<file path="src/rtl/sample_buf_pkg.sv">
// Shared parameters, readout FSM states and pointer helpers for the
// sample buffer reader. Optional macro READOUT_CHECKSUM_EN adds the CHECK state.
package sample_buf_pkg;

  localparam int NUM_CHANNELS = 14;
  localparam int SAMPLE_WIDTH = 8;
  localparam int DEPTH        = 10;
  localparam int CW           = 4;
  localparam int CNTW         = 4;

  typedef enum logic [1:0] {
    ST_IDLE,
    ST_HEADER,
    ST_DATA
`ifdef READOUT_CHECKSUM_EN
    , ST_CHECK
`endif
  } state_t;

  // Header byte: sample count in the high nibble, channel in the low nibble.
  function automatic logic [SAMPLE_WIDTH-1:0] pack_header(input logic [CNTW-1:0] n,
                                                          input logic [CW-1:0]   ch);
    return {n, ch};
  endfunction

  function automatic logic [CNTW-1:0] ptr_inc(input logic [CNTW-1:0] p);
    return (p == CNTW'(DEPTH - 1)) ? '0 : p + 1'b1;
  endfunction

  // (w - n) mod DEPTH; 4-bit wraparound is harmless because the true result is < DEPTH.
  function automatic logic [CNTW-1:0] ptr_sub(input logic [CNTW-1:0] w,
                                              input logic [CNTW-1:0] n);
    logic [CNTW-1:0] d;
    if (w >= n) d = w - n;
    else        d = w + CNTW'(DEPTH) - n;
    return d;
  endfunction

endpackage

</file>
<file path="src/rtl/sample_buffer_reader_ring.sv">
// Per-channel ring bookkeeping: write pointer and saturating fill count,
// cleared when a readout drains the channel.
module sample_ring_ctrl
  import sample_buf_pkg::*;
(
  input  logic            clk,
  input  logic            rst_n,
  input  logic            wr_en,
  input  logic            clr,
  output logic [CNTW-1:0] wptr,
  output logic [CNTW-1:0] count
);

  // Advance the write pointer and fill count on each committed write.
  always_ff @(posedge clk or negedge rst_n) begin
    if (!rst_n) begin
      wptr  <= '0;
      count <= '0;
    end else begin
      if (wr_en) wptr <= ptr_inc(wptr);
      if (clr)
        count <= '0;
      else if (wr_en && count != CNTW'(DEPTH))
        count <= count + 1'b1;
    end
  end

endmodule

</file>
<file path="src/rtl/sample_buffer_reader.sv">
// Per-channel sample ring buffers with a framed header+data readout engine.
// Optional macro READOUT_CHECKSUM_EN appends an XOR checksum byte to each frame.
module sample_buffer_reader
  import sample_buf_pkg::*;
(
  input  logic                    clk,
  input  logic                    rst_n,
  input  logic                    ena,
  input  logic                    wr_valid,
  input  logic [CW-1:0]           wr_chan,
  input  logic [SAMPLE_WIDTH-1:0] wr_data,
  output logic                    wr_ready,
  input  logic                    rd_req,
  input  logic [CW-1:0]           rd_chan,
  output logic                    rd_busy,
  output logic [SAMPLE_WIDTH-1:0] out_data,
  output logic                    out_valid,
  input  logic                    out_ready,
  output logic                    out_last
);

  localparam logic [CW-1:0] NUM_CH_L = CW'(NUM_CHANNELS);

  logic [SAMPLE_WIDTH-1:0] mem [NUM_CHANNELS][DEPTH];
  logic [CNTW-1:0]         wptr  [NUM_CHANNELS];
  logic [CNTW-1:0]         count [NUM_CHANNELS];

  state_t          state, state_next;
  logic [CW-1:0]   active_chan;
  logic [CNTW-1:0] rptr;
  logic [CNTW-1:0] remaining;
  logic [CNTW-1:0] sel_count, sel_wptr, wr_wptr;
  logic            accept, hs, drain, wr_commit;
`ifdef READOUT_CHECKSUM_EN
  logic [SAMPLE_WIDTH-1:0] csum;
`endif

  assign rd_busy   = (state != ST_IDLE);
  assign out_valid = (state != ST_IDLE);
  assign wr_ready  = !(rd_busy && wr_chan == active_chan);
  assign hs        = out_valid && out_ready;
  assign accept    = (state == ST_IDLE) && rd_req && ena && (rd_chan < NUM_CH_L);
  assign wr_commit = wr_valid && wr_ready && ena && (wr_chan < NUM_CH_L);
  assign drain     = (state == ST_DATA) && hs && (remaining == CNTW'(1));

  // Select ring state for the requested read channel and the write channel.
  always_comb begin
    sel_count = '0;
    sel_wptr  = '0;
    wr_wptr   = '0;
    for (int unsigned i = 0; i < NUM_CHANNELS; i++) begin
      if (rd_chan == CW'(i)) begin
        sel_count = count[i];
        sel_wptr  = wptr[i];
      end
      if (wr_chan == CW'(i)) wr_wptr = wptr[i];
    end
  end

  for (genvar g = 0; g < NUM_CHANNELS; g++) begin : g_ring
    sample_ring_ctrl u_ring (
      .clk   (clk),
      .rst_n (rst_n),
      .wr_en (wr_commit && wr_chan == CW'(g)),
      .clr   (drain && active_chan == CW'(g)),
      .wptr  (wptr[g]),
      .count (count[g])
    );
  end

  // Sample storage; deliberately not reset.
  always_ff @(posedge clk) begin
    if (wr_commit) mem[wr_chan][wr_wptr] <= wr_data;
  end

  // Readout state register.
  always_ff @(posedge clk or negedge rst_n) begin
    if (!rst_n) state <= ST_IDLE;
    else        state <= state_next;
  end

  // Readout next-state logic.
  always_comb begin
    state_next = state;
    case (state)
      ST_IDLE:   if (accept) state_next = ST_HEADER;
      ST_HEADER: begin
        if (hs) begin
          if (remaining != '0) state_next = ST_DATA;
`ifdef READOUT_CHECKSUM_EN
          else                 state_next = ST_CHECK;
`else
          else                 state_next = ST_IDLE;
`endif
        end
      end
      ST_DATA: begin
`ifdef READOUT_CHECKSUM_EN
        if (drain) state_next = ST_CHECK;
`else
        if (drain) state_next = ST_IDLE;
`endif
      end
`ifdef READOUT_CHECKSUM_EN
      ST_CHECK:  if (hs) state_next = ST_IDLE;
`endif
      default:   state_next = ST_IDLE;
    endcase
  end

  // Snapshot on acceptance and registered output byte; each byte is loaded
  // one cycle ahead so out_data/out_last change only on a handshake.
  always_ff @(posedge clk or negedge rst_n) begin
    if (!rst_n) begin
      active_chan <= '0;
      rptr        <= '0;
      remaining   <= '0;
      out_data    <= '0;
      out_last    <= 1'b0;
`ifdef READOUT_CHECKSUM_EN
      csum        <= '0;
`endif
    end else begin
      case (state)
        ST_IDLE: begin
          if (accept) begin
            active_chan <= rd_chan;
            remaining   <= sel_count;
            rptr        <= ptr_sub(sel_wptr, sel_count);
            out_data    <= pack_header(sel_count, rd_chan);
`ifdef READOUT_CHECKSUM_EN
            out_last    <= 1'b0;
            csum        <= pack_header(sel_count, rd_chan);
`else
            out_last    <= (sel_count == '0);
`endif
          end
        end
        ST_HEADER: begin
          if (hs) begin
            if (remaining != '0) begin
              out_data <= mem[active_chan][rptr];
`ifdef READOUT_CHECKSUM_EN
              out_last <= 1'b0;
`else
              out_last <= (remaining == CNTW'(1));
`endif
            end else begin
`ifdef READOUT_CHECKSUM_EN
              out_data <= csum;
              out_last <= 1'b1;
`else
              out_last <= 1'b0;
`endif
            end
          end
        end
        ST_DATA: begin
          if (hs) begin
`ifdef READOUT_CHECKSUM_EN
            csum <= csum ^ out_data;
`endif
            if (remaining == CNTW'(1)) begin
`ifdef READOUT_CHECKSUM_EN
              out_data <= csum ^ out_data;
              out_last <= 1'b1;
`else
              out_last <= 1'b0;
`endif
            end else begin
              rptr      <= ptr_inc(rptr);
              remaining <= remaining - 1'b1;
              out_data  <= mem[active_chan][ptr_inc(rptr)];
`ifdef READOUT_CHECKSUM_EN
              out_last  <= 1'b0;
`else
              out_last  <= (remaining == CNTW'(2));
`endif
            end
          end
        end
`ifdef READOUT_CHECKSUM_EN
        ST_CHECK: if (hs) out_last <= 1'b0;
`endif
        default: ;
      endcase
    end
  end

endmodule

</file>
<file path="config.mk">
export PLATFORM = sky130hd
export DESIGN_NAME = sample_buffer_reader
export DESIGN_NICKNAME = d
export VERILOG_FILES = /design/src/rtl/sample_buf_pkg.sv /design/src/rtl/sample_buffer_reader_ring.sv /design/src/rtl/sample_buffer_reader.sv
export SDC_FILE = /design/constraint.sdc
export NUM_CORES = 2
export LEC_CHECK = 0
export BUFFER_PORTS_ARGS = -buffer_cell sky130_fd_sc_hd__buf_2
export CAP_MARGIN = 10
export CORE_UTILIZATION = 58
export DETAILED_ROUTE_END_ITERATION = 16
export PLACE_DENSITY = 0.77
export RECOVER_POWER = 25
export SLEW_MARGIN = 25
export SYNTH_ARGS = -nofsm -noshare
export SYNTH_HDL_FRONTEND = slang
export SYNTH_SLANG_ARGS = --single-unit
</file>
<file path="constraint.sdc">
create_clock -name clk -period 4.8 [get_ports clk]
set_clock_uncertainty 0.15 [all_clocks]
set_input_delay 0.48 -clock clk [delete_from_list [all_inputs] [get_ports clk]]
set_output_delay 0.48 -clock clk [all_outputs]
set_load 0.005 [all_outputs]
</file>
=== After elaboration in Yosys (flattened, before gate mapping) ===
Memory sizes are Yosys's and may differ from the RTL's.
Index checks and enable logic that the tools add are counted.

* Bits in registers: 135
* Memory bits (writable): 1120
* Input bits: 22
* Output and inout bits: 12
* Logic and storage cells: 360
* Memories kept: 1

{| class="wikitable"
|+ Memory list
! memory !! depth !! bits a word !! read ports !! clocked after memory_dff !! wr ports !! RTL line !! RTL
|-
| mem || 14 || 80 || 1 || 0 || 1 || sample_buffer_reader.sv:24 || <nowiki>logic [SAMPLE_WIDTH-1:0] mem [NUM_CHANNELS][DEPTH];</nowiki>
|}

* $add $sub $neg: 33
* Order comparisons: 7
* Eq/ne operators: 79
* Multiplexer cells: 121
* Bitwise gates (word level): 3
* Reduce and logical (&&, ||, !) cells: 82

{| class="wikitable"
|+ Operator list
! cell !! number
|-
| 2-to-1 mux 4 bit || 92
|-
| equality test 4 bit, second input constant || 33
|-
| adder 4 x 1 -> 4 bit, second input constant || 29
|-
| 2-to-1 mux 8 bit || 10
|-
| 2-to-1 mux 80 bit || 1
|-
| binary-select mux 8 bit (select 4 bit) || 2
|-
| inequality test 4 bit, second input constant || 14
|-
| logical AND 1 bit || 53
|-
| equality test 4 x 3 -> 1 bit, second input constant || 12
|-
| demux 8 bit (select 4 bit) || 1
|-
| nonzero test 2 bit || 16
|-
| equality test 4 x 2 -> 1 bit, second input constant || 7
|-
| case mux 8 bit (3 select lines) || 1
|-
| equality test 4 x 1 -> 1 bit, second input constant || 4
|-
| zero test 4 bit || 4
|-
| case mux 4 bit (2 select lines) || 2
|-
| greater-or-equal comparator 5 bit, second input constant || 3
|-
| NOT 4 -> 5 bit || 3
|-
| inequality test 2 bit, second input constant || 6
|-
| less-than comparator 4 bit, second input constant || 2
|-
| 2-to-1 mux 2 bit || 4
|-
| AND reduction 4 bit || 2
|-
| subtractor 4 bit || 2
|-
| 2-to-1 mux 1 bit || 6
|-
| 16 further kinds || 16
|}

=== Longest topological paths before layout ===
* Depth in word-level cells: 21
* Gate-level depth with buffers: 19
* Depth with buffers taken out: 17

=== Cells and area by module ===
From an unflattened synthesis, not the netlist that was laid out.

* Cells, all modules: 3515
* Area total of the unflattened synthesis: 54177.0 um^2

{| class="wikitable"
|+ By module, submodules not included
! module !! times used !! cells each !! area an instance (um^2) !! seq. area each (um^2)
|-
| sample_buffer_reader || 1 || 2983 || 48624.1 || 34207.8
|-
| sample_ring_ctrl || 14 || 38 || 396.6 || 200.2
|}

=== Worst setup path after synthesis ===
Ideal clock, no wire load.

* Kind: in2reg
* Start: in rd_chan[1]
* End: reg rptr[2]
* Library setup time: 0.126 ns
* Arrival: 3.691 ns
* Required time: 4.524 ns
* Path slack: 0.834 ns
* Stages: 16
* Path buffers: 3
* Cells stage by stage: clkbuf_1 -> buf_1 -> buf_1 -> mux2_2 -> a221oi_1 -> nor2_1 -> o22ai_1 -> o211ai_1 -> a21oi_1 -> ha_1 -> inv_1 -> ha_1 -> fa_1 -> mux2i_1 -> nor3_1 -> a221o_1

* Longest elaborated chain between the ends: 20
* Elaborated cells between the ends (all ways): 53
* Classes of those cells: 3 x add/sub; 2 x order compare; 14 x eq/ne; 31 x mux; 3 x reduce/logical

{| class="wikitable"
|+ RTL lines
! what !! RTL line !! RTL
|-
| start, declared || sample_buffer_reader.sv:14 || <nowiki>input logic [CW-1:0] rd_chan,</nowiki>
|-
| zero test 4 bit || sample_buffer_reader.sv:52 || <nowiki>if (rd_chan == CW'(i)) begin</nowiki>
|-
| 2-to-1 mux 4 bit (14 in a row) || sample_buffer_reader.sv:52 ||
|-
| adder 4 bit || sample_buf_pkg.sv:35 || <nowiki>else d = w + CNTW'(DEPTH) - n;</nowiki>
|-
| subtractor 4 bit || sample_buf_pkg.sv:35 ||
|-
| 2-to-1 mux 4 bit || sample_buf_pkg.sv:34 || <nowiki>if (w >= n) d = w - n;</nowiki>
|-
| 2-to-1 mux 4 bit || sample_buffer_reader.sv:126 || <nowiki>if (accept) begin</nowiki>
|-
| case mux 4 bit (2 select lines) || sample_buffer_reader.sv:124 || <nowiki>case (state)</nowiki>
|-
| end signal, assigned || sample_buffer_reader.sv:129 || <nowiki>rptr <= ptr_sub(sel_wptr, sel_count);</nowiki>
|-
| end signal, assigned || sample_buffer_reader.sv:171 || <nowiki>rptr <= ptr_inc(rptr);</nowiki>
|-
| end, declared || sample_buffer_reader.sv:30 || <nowiki>logic [CNTW-1:0] rptr;</nowiki>
|}

Several ways; a longest one is shown, not always the timed one. The select of a mux whose other input is x is not followed.
A chain may end at the register's enable or synchronous reset.

=== Final worst setup path ===
* Start: in wr_data[3]
* End: mem mem[7][35] (netlist bit) (data pin)

{| class="wikitable"
|+ RTL lines
! what !! RTL line !! RTL
|-
| start, declared || sample_buffer_reader.sv:11 || <nowiki>input logic [SAMPLE_WIDTH-1:0] wr_data,</nowiki>
|-
| end, declared || sample_buffer_reader.sv:24 ||
|}

No word-level cell before the write port.

==> qor.csv <==
metric,value,unit
GPL Wtd Cong,0.991,
Main synth FF type,edfxtp_1,
number of global-route vias before repair,32800,
Yosys cell types,73,
max cap viols,11,
r2r worst-path depth,10,
die height,306,µm
Core Region,91700,µm²
post-layout util,0.664,
Worst Setup End Kind,flop,
"EDFF count, synth",1120,
CP max-delay cell,clkbuf_1,
cell taking the most area after synthesis,edfxtp_1,
crit path cell chain,"clkbuf_1, buf_4",
PD cells,559,nW/µm²
placed cell area,56500,µm²
crit start category,input port,
Yosys top cell area share,0.627,
global-route wire length before repair,221000,µm
row count,111,
CTS Root Cell,clkbuf_16,
most frequent cell after synthesis,edfxtp_1,
Synth async-reset ratio,0.108,
Pleak,0.0213,µW
final hold viol count,0,
top post-synthesis cells by area,"edfxtp_1, mux2i_1, dfrtp_1",
I/O Pins,34,
measured slew at the worst slew-check pin,4.49,ns
Avg Vias per Cell,6.66,
Worst-path clk slew,0.06,ns
Total GRT Usage,0.324,
RSZ-0062 raised after global routing,false,
Synth Instances,3584,
Final #Nets,3850,
Hold Path Stages,3,
ANT nets after route,0,
crit-path leading delay family,buffers and inverters,
Layout fillers,6172,
initial antenna violation count,4,
RR Endpoint,out_data[1],
Starting Density,0.586,
Post-Route WL,151000,µm
Seq. cell area,37000,µm²
Layout area overhead,13.3,%
syn nets,3651,
Worst EP required,5.08,ns
failing checks,"max-capacitance violations, max-slew violations",
highest clock rate,236,MHz
post-synthesis sequential area ratio,0.689,
Hold Path End,state[0],
DR pass1 iterations,6,
post-synthesis register bit count,1255,
crit share post-route,0.881,
final hold slack,0.108,ns
R2R Setup Slk,0.73,ns
total CTS buffers,119,
grt ovf,0,
Yosys warning count,0,
Hold Crit Class,input port to flop,
WS Path Type,input port to flop,
fin crit period,4.23,ns
Crit path depth,2,
TNS Setup,0,ns
status,finished with violations,
full die area,93800,µm²
Worst path max stage delay,3.02,ns
Syn Std Cell Area,53700,µm²
Remaining DRCs,0,
Skew-Pair Late Insertion Delay,0.74,ns
WP data arrival,4.51,ns
largest net degree at the start of global routing,122,
Final Instance Area,60800,µm²
Relative slew margins,-1.99,
Port Buffers,33,
clk sink count,1255,
synthesized area per cell,15.0,µm²
final slew viol count,597,
Worst Path Max Fanout,85,
total power draw,34000,µW
Die Span X,306,µm
H-tree depth,3,
footprint of the multi-input gates,15400,µm²
worst IR drop on VDD,0.365,mV
drt wl/cell,29.8,µm
synth cell count leaders,"edfxtp_1, mux2i_1, nor2_1, nand2_1, o22ai_1",
vias after detailed routing,33800,
Final HPWL DP,97800,µm
maximum clock path buffer count,3,
Hold Startpoint,out_ready,
First DRT Iteration DRCs,4961,
WP buf/inv,2,
CTS tree,yes,
# setup viols final,0,
R2R Path Start,active_chan[0],
layout cells sized above 1,0.169,
==> per-stage QoR <==
| step | cells | setup slack (ns) |
|---|---|---|
| final | 5076 | 0.571 |
| after global routing | 5075 | 0.401 |
| after CTS | 5075 | 0.801 |
| after detailed placement | 4845 | 0.475 |
| after global placement | 4845 | 0.548 |
| after floorplan | 3584 | 0.834 |
==> what timing repair did <==
action,in CTS,in global routing
endpoints found under the hold margin,97,0
resized for setup,0,0
hold buffers,3,0
setup buffers,0,0
==> worst reg2reg max path: cells and delay by family (launching register included) <==
kind            cells  cell delay [ns]
compound gates      4             0.64
buf+inv             2             0.84
flops               1             0.93
mux                 1             0.28
simple gates        3             1.10
==> cell families (layout without fill, tap and decap cells) <==
logic type,after synthesis,after routing,synth area share
DFF,1255,1255,0.689
buffers and inverters,302,607,0.0238
muxes,549,549,0.127
other,0,1,0
AOI/OAI and AO/OA,595,595,0.0706
and+or+nand+nor,772,772,0.0675
adders and majority gates,45,45,0.0109
xor gates and xnor gates,66,66,0.0108
==> worst max-delay path by stage <==
stage | startpoint | end | slack [ns]
finish | wr_data[3] | mem[7][35] | 0.57
global placement | wr_chan[0] | mem[4][7] | 0.55
global route | wr_data[3] | mem[9][19] | 0.40
floorplan | rd_chan[1] | rptr[2] | 0.83
CTS | active_chan[0] | out_data[1] | 0.80
detailed placement | wr_chan[0] | mem[10][6] | 0.48
==> report_power, final <==
group	switching, µW	internal (µW)	leakage (µW)
Sequential	859	12200	0.0117
Combinational	6710	4070	0.00752
Clock	4180	5940	0.00207
==> flip-flops by register name, summed over array words and instances (netlist names) <==
signal and count:
mem 1120, remaining 4, active_chan 4, out_data 8
g_ring.u_ring.wptr 56, state 2, g_ring.u_ring.count 56, rptr 4
out_last 1
==> cell usage in the layout (no fill, tap or decap), types with 23 or more instances in the layout <==
cell and n:
a211oi_1 28, nor3_1 127, mux4_2 100, buf_4 237
mux2i_1 395, nor2b_1 25, nor2_1 211, clkinv_1 29
nand3_1 68, clkbuf_1 23, nor4_1 27, o21ai_0 135
mux2_2 54, a31oi_1 28, buf_2 24, xnor2_1 60
or3_1 29, ha_1 42, inv_1 85, nand2_1 183
o22ai_1 153, dfrtp_1 131, clkbuf_16 125, a21oi_1 100
edfxtp_1 1120
==> metal layers <==
| layer | routed length (µm) | share of wire | global-route usage | vias up |
|---|---|---|---|---|
| li1 | - | - | - | 14400 |
| met1 | 57100 | 0.38 | 0.460 | 16900 |
| met2 | 69300 | 0.46 | 0.493 | 2244 |
| met3 | 18200 | 0.12 | 0.0680 | 355 |
| met4 | 6590 | 0.044 | 0.133 | 4 |
| met5 | 33 | 0.00022 | 0 | - |
==> layout make-up <==
type	instances	area share
flip-flops and latches	1255	0.609
diodes	1	0.0000411
clock buffers	135	0.0520
inverters	88	0.00543
repair buffers	292	0.0373
multi-input cells	2027	0.254
clock inverters	92	0.0180
well taps	1186	0.0244
Power figures use the tool's default switching activity.
